==> config.mk <==
export PLATFORM = sky130hd
export DESIGN_NAME = fixed_point_acc
export DESIGN_NICKNAME = d
export VERILOG_FILES = /design/src/rtl/fixed_point_acc.sv
export SDC_FILE = /design/constraint.sdc
export NUM_CORES = 1
export LEC_CHECK = 0
export BUFFER_PORTS_ARGS = -buffer_cell sky130_fd_sc_hd__buf_2
export CORE_MARGIN = 2
export CORE_UTILIZATION = 57
export CTS_BUF_LIST = sky130_fd_sc_hd__clkbuf_16
export DETAILED_ROUTE_END_ITERATION = 16
export PLACE_DENSITY = 0.79
export SLEW_MARGIN = 20
export SYNTH_ARGS = -nofsm -noshare
export SYNTH_HDL_FRONTEND = slang
export SYNTH_SLANG_ARGS = --single-unit
export TNS_END_PERCENT = 5
==> constraint.sdc <==
create_clock -name CLK -period 3.67 [get_ports CLK]
set_input_delay 0.734 -clock CLK [delete_from_list [all_inputs] [get_ports CLK]]
set_output_delay 0.734 -clock CLK [all_outputs]
set_load 0.02 [all_outputs]
==> src/rtl/fixed_point_acc.sv <==
// Streaming signed accumulator: sums a LAST_IN/term-count delimited burst into one WIDTH-bit result.
// Define FIXED_POINT_ACC_SATURATION_EN to clamp out-of-range sums instead of wrapping.
module fixed_point_acc #(
   parameter int unsigned WIDTH     = 8,
   parameter int unsigned ACC_GUARD = 4,
   parameter int unsigned MAX_TERMS = 16
) (
   input  logic                             CLK,
   input  logic                             RSTN,
   input  logic                             CLEAR_IN,
   input  logic [WIDTH-1:0]                 VALUE_IN,
   input  logic                             VALID_IN,
   input  logic                             LAST_IN,
   output logic                             READY_OUT,
   output logic [WIDTH-1:0]                 VALUE_OUT,
   output logic [$clog2(MAX_TERMS+1)-1:0]   COUNT_OUT,
   output logic                             OVERFLOW,
   output logic                             VALID_OUT,
   input  logic                             READY_IN
);

   localparam int unsigned AW = WIDTH + ACC_GUARD;
   localparam int unsigned CW = $clog2(MAX_TERMS + 1);
   localparam logic [CW-1:0] MaxCnt = CW'(MAX_TERMS);
   localparam logic [CW-1:0] OneCnt = CW'(1);

   typedef enum logic [1:0] {StIdle, StAccum, StHold} state_e;

   state_e            state_q, state_d;
   logic [AW-1:0]     acc_q, acc_d;
   logic [CW-1:0]     count_q, count_d;
   logic [CW-1:0]     cnt_out_q, cnt_out_d;
   logic [WIDTH-1:0]  value_q, value_d;
   logic              ovf_q, ovf_d;
   logic              valid_q, valid_d;

   logic              accept;
   logic [AW-1:0]     term;
   logic [AW-1:0]     sum;
   logic [CW-1:0]     count_next;
   logic              last_term;
   logic [ACC_GUARD:0] upper;
   logic              in_range;
   logic [WIDTH-1:0]  result;

   assign READY_OUT = (state_q != StHold) && !CLEAR_IN;
   assign accept    = VALID_IN && READY_OUT;

   assign term       = {{ACC_GUARD{VALUE_IN[WIDTH-1]}}, VALUE_IN};
   assign sum        = (state_q == StAccum) ? acc_q + term : term;
   assign count_next = (state_q == StAccum) ? count_q + OneCnt : OneCnt;
   assign last_term  = LAST_IN || (count_next == MaxCnt);

   // The sum fits WIDTH bits only when the guard bits all copy the WIDTH-bit sign bit.
   assign upper    = sum[AW-1:WIDTH-1];
   assign in_range = (&upper) || !(|upper);

`ifdef FIXED_POINT_ACC_SATURATION_EN
   assign result = in_range ? sum[WIDTH-1:0] :
                   (sum[AW-1] ? {1'b1, {(WIDTH-1){1'b0}}} : {1'b0, {(WIDTH-1){1'b1}}});
`else
   assign result = sum[WIDTH-1:0];
`endif

   always_comb begin
      state_d   = state_q;
      acc_d     = acc_q;
      count_d   = count_q;
      cnt_out_d = cnt_out_q;
      value_d   = value_q;
      ovf_d     = ovf_q;
      valid_d   = valid_q;
      if (CLEAR_IN) begin
         state_d = StIdle;
         acc_d   = '0;
         count_d = '0;
         valid_d = 1'b0;
      end else begin
         unique case (state_q)
            StIdle, StAccum: begin
               if (accept) begin
                  acc_d   = sum;
                  count_d = count_next;
                  if (last_term) begin
                     value_d   = result;
                     cnt_out_d = count_next;
                     ovf_d     = !in_range;
                     valid_d   = 1'b1;
                     state_d   = StHold;
                  end else begin
                     state_d = StAccum;
                  end
               end
            end
            StHold: begin
               if (READY_IN) begin
                  valid_d = 1'b0;
                  state_d = StIdle;
               end
            end
            default: state_d = StIdle;
         endcase
      end
   end

   always_ff @(posedge CLK or negedge RSTN) begin
      if (!RSTN) begin
         state_q   <= StIdle;
         acc_q     <= '0;
         count_q   <= '0;
         cnt_out_q <= '0;
         value_q   <= '0;
         ovf_q     <= 1'b0;
         valid_q   <= 1'b0;
      end else begin
         state_q   <= state_d;
         acc_q     <= acc_d;
         count_q   <= count_d;
         cnt_out_q <= cnt_out_d;
         value_q   <= value_d;
         ovf_q     <= ovf_d;
         valid_q   <= valid_d;
      end
   end

   assign VALUE_OUT = value_q;
   assign COUNT_OUT = cnt_out_q;
   assign OVERFLOW  = ovf_q;
   assign VALID_OUT = valid_q;

endmodule
==> metrics, run 1 <==
run status finished clean; signal arrival time at the worst endpoint 3.19 ns; antenna cells 0; horizontal die dimension 65.1 um; Net count, final 293; Setup Buffers After CTS 0; average detailed-routed wire length per instance roughly 16 um; post-layout minimum cycle time between 3 and 4 ns; initial core utilization 0.586; multiplexer fraction of the synthesized cell area 0.0300; maximum buffer depth of the clock tree 2; via count of the first global-routing pass 1831; normalized max-slew margin 0.366; combinational family with the most area after synthesis compound AO/OA/AOI/OAI gates; total routed wirelength 5.07 mm; number of inserted filler cells in the final layout 297; required time worst endpoint 3.80 ns; DIE AREA 0.00424 sq mm; max-slew violation count 0; violation count after the first detailed-route iteration 145; Core Box Area 0.00363 sq mm; class of the tightest hold or removal check reg -> reg; pin count of the biggest net entering global routing 35; global route overflow 0; Final Hold Slack about 0.48 ns; power density of the placed cells between 400 and 500 mW/mm^2; Met1 Routed Length around 2.3 mm; clock latency on the worst-skew pair 0.28 ns; leading cell type in the layout, fill and taps excluded sky130_fd_sc_hd__nand2_1; Max FO, Critical Path 3; highest achievable clock rate around 0.33 GHz; global-route wire length before repair 8.42 mm; number of nets with antenna violations after detailed routing 0; minimum setup slack after placement 0.402 ns; Worst-Margin Slew around 0.95 ns; final total negative setup slack 0 ns; Ys Warns 0; EDFF count, synth 0; leading cell types in the layout, fill and taps excluded sky130_fd_sc_hd__nand2_1 (36), sky130_fd_sc_hd__dfrtp_1 (34), sky130_fd_sc_hd__buf_2 (29); Design Power 1230 uW; unrepaired setup endpoints after global routing no; signed area change from the synthesized netlist to the final layout 18.3%; clock transition at the register clock pins on the worst setup and hold paths after CTS ~0.060 ns; count of H-tree levels built during CTS 2; HPWL after detailed placement 3.55 mm; number of nets produced by synthesis around 260; TritonCTS Buffers 5; final critical-path setup slack around 0.60 ns; clock root buffer master sky130_fd_sc_hd__clkbuf_16; fraction of the mapped netlist area in compound gates 0.244; crit path launch type input pin; sequential share of the synthesized area 0.400; startpoint of the lowest-slack register-to-register path acc_q[0]; peak ir drop on the vdd network 292 uV; Yosys top cell area share 0.400; syn_area_per_cell 9.06 sq um; simple-gate portion of the synthesized area 0.198; remaining design rule violation count 0; met2 wire length 2.49 mm; placer congestion estimate ~0.88; ratio of cells with drive above 1 in the final layout 0.176; most frequently used flop master after synthesis sky130_fd_sc_hd__dfrtp_1; endpoint kind of the worst setup timing path flop; highest metal layer used by the detailed router met4; largest cells by area after synthesis sky130_fd_sc_hd__dfrtp_1 (40%), sky130_fd_sc_hd__ha_1 (7.1%), sky130_fd_sc_hd__nand2_1 (6.3%); synthesized area 0.00213 sq mm; hold-fix buffers at CTS 0; #FFs+latches synth 34; metal3 WL around 210 um; number of antenna violations at the first check in global routing 0; die span in y 65.1 um; post-route fraction of the period consumed by the critical path 0.836; Worst setup startpoint VALUE_IN[0]; detailed-routing iteration count for the pre-antenna-repair pass 4; combined global-route utilization of all metal layers 0.261; max-capacitance violation count 0; post-synthesis cell count 235; worst setup skew after layout 0.00364 ns; share of flip-flops with an asynchronous set or reset 1.00; Setup-failing EPs final 0; count of unique library cells instantiated by Yosys 53; port bufs 29; LEAKAGE between 0.001 and 0.0015 uW; Final Hold Vio Count 0; via-per-instance ratio roughly 6; start point of the worst min-delay path COUNT_OUT[4]; largest area contributor in the synthesized netlist sky130_fd_sc_hd__dfrtp_1; synthesized-area fraction occupied by xor and xnor cells 0.0247; clock tree from TritonCTS done; post-CTS sizing 0; number of vias after detailed routing 1904; critical setup path kind in -> reg; # IOs 30; site row count 22; post-synthesis adder-cell area fraction 0.0800; Sink Count 34
==> synth_stat cells (3+ instances only) <==
master,count
sky130_fd_sc_hd__a21oi_1,16
sky130_fd_sc_hd__nor2_1,13
sky130_fd_sc_hd__xor2_1,5
sky130_fd_sc_hd__nand3_1,4
sky130_fd_sc_hd__clkbuf_1,7
sky130_fd_sc_hd__nand3b_1,4
sky130_fd_sc_hd__nor2b_1,4
sky130_fd_sc_hd__ha_1,12
sky130_fd_sc_hd__a211oi_1,3
sky130_fd_sc_hd__a22o_1,5
sky130_fd_sc_hd__nor3_1,5
sky130_fd_sc_hd__nand2_1,36
sky130_fd_sc_hd__o21ai_0,25
sky130_fd_sc_hd__a31oi_1,5
sky130_fd_sc_hd__mux2i_1,3
sky130_fd_sc_hd__dfrtp_1,34
sky130_fd_sc_hd__o21a_1,3
sky130_fd_sc_hd__a21o_1,5
sky130_fd_sc_hd__inv_1,5
==> path summary, 6_finish.rpt <==
check                               end  slack [ns]  depth (start not counted)
setup / recovery               OVERFLOW        0.60                         10
hold / removal             COUNT_OUT[4]        0.48                          2
setup reg to reg               OVERFLOW        0.79                          9
hold reg to reg            COUNT_OUT[4]        0.48                          2
max in group asynchronous  COUNT_OUT[4]        2.66                          1
min in group asynchronous      acc_q[9]        0.53                          1
==> per-layer routing <==
metal,track usage,vias up
met5,0,-
met4,0.115,0
met3,0.0360,17
met2,0.441,64
met1,0.337,883
li1,-,940
==> power by group <==
group	internal, uW	total [uW]	switching, uW
Clock	390	552	162
Combinational	90.4	245	155
Sequential	409	432	23.4
Total	890	1230	340
==> cell families (layout without fill, tap and decap cells) <==
family | count (synthesis) | after routing
compound gates | 79 | 79
mux | 5 | 5
simple gates | 85 | 85
xor+xnor | 6 | 6
buf+inv | 13 | 45
fa+ha+maj | 13 | 13
flops | 34 | 34
==> critical path, cell delays in order <==
cell and delay, ns:
sky130_fd_sc_hd__buf_2 0.11, sky130_fd_sc_hd__ha_1 0.23, sky130_fd_sc_hd__fa_1 0.41, sky130_fd_sc_hd__a21oi_1 0.26, sky130_fd_sc_hd__o21ai_0 0.18, sky130_fd_sc_hd__and3_1 0.20, sky130_fd_sc_hd__or3_1 0.35, sky130_fd_sc_hd__and2_1 0.20
sky130_fd_sc_hd__a2111oi_2 0.38, sky130_fd_sc_hd__a211oi_1 0.13
==> final cells by class <==
cell class / instances / area (sq um) / share of cell area
inverters: 5 / 18.8 / 0.00745
well taps: 48 / 60.1 / 0.0238
clock inverters: 3 / 68.8 / 0.0273
multi-input cells: 188 / 1230 / 0.487
clock buffers: 5 / 125 / 0.0497
flip-flops and latches: 34 / 851 / 0.338
repair buffers: 32 / 168 / 0.0666
==> flip-flops by register name, summed over array words and instances, names as in the netlist <==
register and cells:
acc_q 12, OVERFLOW 1, state_q 2, COUNT_OUT 5
VALUE_OUT 8, count_q 5, VALID_OUT 1
==> metrics by stage <==
| step | util | cells | instance area [sq um] |
|---|---|---|---|
| detailed placement | 0.640 | 307 | 2320 |
| CTS | 0.693 | 315 | 2520 |
| global placement | 0.640 | 307 | 2320 |
| floorplan | - | 235 | 2130 |
| finish | 0.693 | 315 | 2520 |
| global route | 0.693 | 315 | 2520 |
No activity file was read; power rests on OpenSTA's default activity.
==> inputs of run 2 (changes only) <==
clock period = 2.9 ns   (was 3.67 ns; I/O delays follow)
==> run 2 against run 1 <==
Effect of this change: setup slack worse by 0.42 ns; register-to-register slack worse by 0.58 ns; worst hold slack got worse by 0.12 ns; global-route usage is 1.2 points higher; critical path depth unchanged; critical path type unchanged.
==> metrics, run 2 (synthesis gave the netlist of run 1 again) <==
die span in y 65.1 um (unchanged); via-per-instance ratio 6.02 (-0.48%); number of vias after detailed routing 1973 (+3.6%); combined global-route utilization of all metal layers 0.273 (+0.0118); site row count 22 (unchanged); TritonCTS Buffers 5 (unchanged); power density of the placed cells 574 mW/mm^2 (+18%); Sink Count 34 (unchanged); signal arrival time at the worst endpoint 2.87 ns (-0.32 ns); Setup-failing EPs final 0 (unchanged); number of inserted filler cells in the final layout 319 (+7.4%); leading cell type in the layout, fill and taps excluded sky130_fd_sc_hd__nand2_1; post-CTS sizing 0 (unchanged); remaining design rule violation count 0 (unchanged); ratio of cells with drive above 1 in the final layout 0.218 (+0.0418); clock tree from TritonCTS done; final total negative setup slack 0 ns (unchanged); part of the total power dissipated in sequential elements 0.369 (+0.017); net switching share of the total power 0.289 (+0.0130); total routed wirelength 5.17 mm (+2.0%); number of flip-flops under the largest register name 12 (unchanged); highest achievable clock rate 0.368 GHz; count of cells along the worst register-to-register path 9 (unchanged); hold-fix buffers at CTS 0 (unchanged); Worst-Margin Slew 0.736 ns (-0.213 ns); run status finished clean; cell area after placement 0.00242 sq mm (+4.2%); pin count of the biggest net entering global routing 35 (unchanged); required time worst endpoint 3.06 ns (-0.74 ns); cell internal power dissipation 1060 uW (+19%); cell area after layout 0.00259 sq mm (+3.0%); share of total power in combinational logic 0.225 (+0.026); peak ir drop on the vdd network 591 uV (+100%); unrepaired setup endpoints after global routing no; terminus of the critical flop-to-flop path OVERFLOW; startpoint of the lowest-slack register-to-register path acc_q[0]; Final Hold Vio Count 0 (unchanged); global route overflow 0 (unchanged); # IOs 30 (unchanged); combined flip-flop and latch cell area 851 sq um (unchanged); signed area change from the synthesized netlist to the final layout 21.9%; global-route wire length before repair 8.75 mm (+3.9%); end point of the critical path OVERFLOW; max-capacitance violation count 0 (unchanged); horizontal die dimension 65.1 um (unchanged); post-route fraction of the period consumed by the critical path 0.937; slack of the worst reg-to-reg path 0.21 ns (-0.58 ns); DIE AREA 0.00424 sq mm (unchanged); Setup Buffers After CTS 0 (unchanged); LEAKAGE 0.00126 uW (+3.7%); net switching power figure 431 uW (+27%); Net count, final 306 (+4.4%); violation count after the first detailed-route iteration 160 (+10%); max-slew violation count 0 (unchanged); port bufs 29 (unchanged); HPWL after detailed placement 3.74 mm (+5.3%); clock transition at the register clock pins on the worst setup and hold paths after CTS 0.06 ns (about the same); area of the multi-input gates 0.00123 sq mm (+0.20%); endpoint kind of the worst setup timing path flop; post-layout minimum cycle time 2.72 ns; clock root buffer master sky130_fd_sc_hd__clkbuf_16; critical setup path kind in -> reg; detailed-routing iteration count for the pre-antenna-repair pass 4 (unchanged); leading cell types in the layout, fill and taps excluded sky130_fd_sc_hd__nand2_1 (36), sky130_fd_sc_hd__dfrtp_1 (34), sky130_fd_sc_hd__buf_2 (29); Core Box Area 0.00363 sq mm (unchanged); clock power share 0.406 (-0.043); Worst setup startpoint VALUE_IN[0]; antenna cells 0 (unchanged); maximum buffer depth of the clock tree 2 (unchanged); Max FO, Critical Path 3 (unchanged); worst setup skew after layout 0.00950 ns (+0.00586 ns); register with the most flip-flops acc_q; normalized max-slew margin 0.509 (+0.143); initial core utilization 0.586 (unchanged); count of H-tree levels built during CTS 2 (unchanged); placer congestion estimate 0.832 (-5.1%); crit path launch type input pin; class of the tightest hold or removal check in -> async; clock latency on the worst-skew pair 0.28 ns (about the same); average detailed-routed wire length per instance 15.8 um (-2.1%); number of nets with antenna violations after detailed routing 0 (unchanged); number of antenna violations at the first check in global routing 0 (unchanged); via count of the first global-routing pass 1883 (+2.8%)
==> run 2: how the worst min path moves through the flow <==
stage | from | endpoint | slack, ns | cells after the start
after detailed placement | COUNT_OUT[4] | COUNT_OUT[4] | 0.47 | 2
after global routing | RSTN | VALUE_OUT[7] | 0.42 | 1
after floorplan | RSTN | COUNT_OUT[0] | 0.28 | 0
final | RSTN | acc_q[10] | 0.36 | 1
after CTS | RSTN | acc_q[11] | 0.39 | 1
after global placement | VALUE_OUT[0] | VALUE_OUT[0] | 0.46 | 2
==> run 2: final cells by class <==
cell class,count,share of cell area
Tap cell,48,0.0231
Sequential cell,34,0.328
Timing Repair Buffer,45,0.102
Inverter,5,0.00723
Clock inverter,3,0.0174
Clock buffer,5,0.0482
Multi-Input combinational cell,188,0.474
==> run 2: power by group through the flow <==
stage | sequential [uW] | clock (uW) | combinational (uW)
after global placement | 555 | 0 | 324
after global routing | 554 | 627 | 372
after floorplan | 584 | 0 | 176
after CTS | 549 | 610 | 334
final | 550 | 604 | 335
after detailed placement | 556 | 0 | 331
==> run 2: critical path: stages <==
cell	delay [ns]
sky130_fd_sc_hd__buf_2	0.11
sky130_fd_sc_hd__ha_1	0.23
sky130_fd_sc_hd__fa_1	0.39
sky130_fd_sc_hd__a21oi_1	0.23
sky130_fd_sc_hd__o21ai_0	0.14
sky130_fd_sc_hd__and3_1	0.19
sky130_fd_sc_hd__or3_1	0.36
sky130_fd_sc_hd__and2_1	0.19
sky130_fd_sc_hd__a2111oi_2	0.35
sky130_fd_sc_hd__a211oi_1	0.11
==> run 2: stage by stage <==
step / hold WS (ns) / instances / utilization / setup WS, ns / power, uW
after floorplan: 0.284 / 235 / - / 0.129 / 760
after global placement: 0.461 / 320 / 0.667 / -0.0489 / 879
after detailed placement: 0.473 / 320 / 0.667 / -0.0911 / 887
after CTS: 0.395 / 328 / 0.713 / 0.196 / 1490
after global routing: 0.424 / 328 / 0.714 / 0.0593 / 1550
final: 0.359 / 328 / 0.714 / 0.181 / 1490
==> run 2: routing by layer <==
metal,wire length (um),global-route usage
met1,2250,0.348
met2,2630,0.474
met3,199,0.0582
met4,87,0.0703
met5,0,0
==> inputs of run 3 (changes only) <==
CTS_CLUSTER_DIAMETER = 200   (was not set)
REMOVE_ABC_BUFFERS = 1   (was not set)
==> run 3 against run 2 <==
Effect of this change: register-to-register slack improved by 0.02 ns; critical path depth unchanged; fmax increased by 0.53%; flip-flop and latch count unchanged; clock-buffer cell count unchanged; worst hold slack improved by 0.021 ns; setup slack improved by 0.014 ns; final cell count increased by 0.91%; design area increased by 0.87%; combinational power about the same; clock power decreased by 3.8%.
==> metrics, run 3 (synthesis gave the netlist of run 1 again) <==
maximum buffer depth of the clock tree 2 (unchanged); post-layout minimum cycle time 2.70 ns (-0.0144 ns); Net count, final 310 (+1.3%); number of antenna violations at the first check in global routing 0 (unchanged); DIE AREA 0.00424 sq mm (unchanged); hold-fix buffers at CTS 0 (unchanged); average detailed-routed wire length per instance 14.8 um (-5.8%); met2 wire length 2.42 mm (-7.9%); via count of the first global-routing pass 1842 (-2.2%); max-capacitance violation count 0 (unchanged); violation count after the first detailed-route iteration 91 (-43%); Sink Count 34 (unchanged); Design Power 1460 uW (-1.7%); Core Box Area 0.00363 sq mm (unchanged); highest metal layer used by the detailed router met4; Setup-failing EPs final 0 (unchanged); cell area after layout 0.00262 sq mm (+0.87%); combined global-route utilization of all metal layers 0.261 (-0.0123); initial core utilization 0.586 (unchanged); Max FO, Critical Path 3 (unchanged); slack of the worst reg-to-reg path 0.23 ns (+0.02 ns); run status finished clean; required time worst endpoint 3.05 ns (about the same); clock transition at the register clock pins on the worst setup and hold paths after CTS 0.05 ns (about the same); LEAKAGE 0.00128 uW (+1.7%); Met1 Routed Length 2.16 mm (-4.0%); endpoint kind of the worst setup timing path flop; class of the tightest hold or removal check in -> async; leading cell types in the layout, fill and taps excluded sky130_fd_sc_hd__nand2_1 (36), sky130_fd_sc_hd__dfrtp_1 (34), sky130_fd_sc_hd__buf_2 (29); detailed-routing iteration count for the pre-antenna-repair pass 4 (unchanged); post-route fraction of the period consumed by the critical path 0.932 (-0.00498); peak ir drop on the vdd network 366 uV (-38%); global route overflow 0 (unchanged); Final Hold Vio Count 0 (unchanged); final critical-path setup slack 0.196 ns (+0.0144 ns); clock root buffer master sky130_fd_sc_hd__clkbuf_16; # IOs 30 (unchanged); TritonCTS Buffers 5 (unchanged); max-slew violation count 0 (unchanged); clock latency on the worst-skew pair 0.28 ns (about the same); leading cell type in the layout, fill and taps excluded sky130_fd_sc_hd__nand2_1; Final Hold Slack 0.380 ns (+0.0210 ns); antenna cells 0 (unchanged); number of vias after detailed routing 1926 (-2.4%); combined flip-flop and latch cell area 851 sq um (unchanged); register with the most flip-flops acc_q; number of inserted filler cells in the final layout 295 (-7.5%); total routed wirelength 4.91 mm (-5.0%); signal arrival time at the worst endpoint 2.85 ns (-0.02 ns); via-per-instance ratio 5.82 (-3.3%); die span in y 65.1 um (unchanged); critical setup path kind in -> reg; site row count 22 (unchanged); startpoint of the lowest-slack register-to-register path acc_q[0]; horizontal die dimension 65.1 um (unchanged); Worst-Margin Slew 0.766 ns (+0.0295 ns); Worst setup startpoint VALUE_IN[0]; highest achievable clock rate 0.370 GHz (+0.53%); terminus of the critical flop-to-flop path OVERFLOW; remaining design rule violation count 0 (unchanged); number of nets with antenna violations after detailed routing 0 (unchanged); signed area change from the synthesized netlist to the final layout 23.0%; metal3 WL 234 um (+18%); normalized max-slew margin 0.489 (-0.0202); number of flip-flops under the largest register name 12 (unchanged); HPWL after detailed placement 3.63 mm (-2.9%); unrepaired setup endpoints after global routing no; count of H-tree levels built during CTS 2 (unchanged); minimum setup slack after placement -0.0949 ns (-0.00375 ns); worst setup skew after layout 0.00456 ns (-0.00495 ns); count of cells along the worst register-to-register path 9 (unchanged); placer congestion estimate 0.866 (+4.0%); clock tree from TritonCTS done; power density of the placed cells 559 mW/mm^2 (-2.5%); pin count of the biggest net entering global routing 35 (unchanged); ratio of cells with drive above 1 in the final layout 0.226 (+0.00829); crit path launch type input pin; port bufs 29 (unchanged); cell area after placement 0.00245 sq mm (+1.3%); area of the multi-input gates 0.00123 sq mm (+0.30%); global-route wire length before repair 8.42 mm (-3.7%); end point of the critical path OVERFLOW; Setup Buffers After CTS 0 (unchanged)
-- run 3: changes by cell type in the layout (fill, tap and decap cells not counted) --
cell and delta:
sky130_fd_sc_hd__buf_4 +4, sky130_fd_sc_hd__clkinvlp_4 -2, sky130_fd_sc_hd__a21oi_1 -1, sky130_fd_sc_hd__a21oi_2 +1, sky130_fd_sc_hd__clkinv_1 +1
-- run 3: stage by stage --
step           std cells  TNS (ns)  utilization
2_1_floorplan        227         0            -
3_3_place_gp         324   -0.0674        0.675
3_5_place_dp         324   -0.0949        0.676
4_1_cts              331         0        0.719
5_1_grt              331         0        0.720
6_report             331         0        0.720
-- run 3: worst min-delay path by stage --
stage / start / to / slack, ns / depth (start not counted)
2_1_floorplan: RSTN / COUNT_OUT[0] / 0.28 / 0
3_3_place_gp: COUNT_OUT[1] / COUNT_OUT[1] / 0.45 / 2
3_5_place_dp: COUNT_OUT[1] / COUNT_OUT[1] / 0.45 / 2
4_1_cts: RSTN / acc_q[4] / 0.40 / 1
5_1_grt: RSTN / acc_q[5] / 0.45 / 1
6_report: RSTN / COUNT_OUT[1] / 0.38 / 1
-- run 3: layout make-up --
cell class,count,share of cell area
sequential,34,0.325
clock inverter,2,0.0129
tap,48,0.0229
clock buffer,5,0.0478
inverter,5,0.00717
timing repair buffer,49,0.113
multi-input combinational,188,0.471
-- run 3: worst max-delay path, cell delays in order --
cell                        delay (ns)
sky130_fd_sc_hd__buf_2            0.10
sky130_fd_sc_hd__ha_1             0.21
sky130_fd_sc_hd__fa_1             0.42
sky130_fd_sc_hd__a21oi_2          0.19
sky130_fd_sc_hd__o21ai_0          0.14
sky130_fd_sc_hd__and3_1           0.20
sky130_fd_sc_hd__or3_1            0.36
sky130_fd_sc_hd__and2_1           0.19
sky130_fd_sc_hd__a2111oi_2        0.34
sky130_fd_sc_hd__a211oi_1         0.11
-- run 3: timing repair --
item	4_1_cts	5_1_grt
setup endpoints to repair	0	1
hold endpoints to repair	0	0
gates resized for setup	0	1
-- run 3: layer usage --
metal	track usage	up-vias
met4	0.102	0
met1	0.345	899
met3	0.0428	10
met2	0.430	54
li1	-	963
met5	0	-
-- run 3: report_power, final --
| part | total, uW | internal (uW) | switching [uW] |
|---|---|---|---|
| registers | 548 | 518 | 29.4 |
| clock network | 581 | 397 | 184 |
| logic | 336 | 139 | 197 |
| total | 1460 | 1050 | 411 |
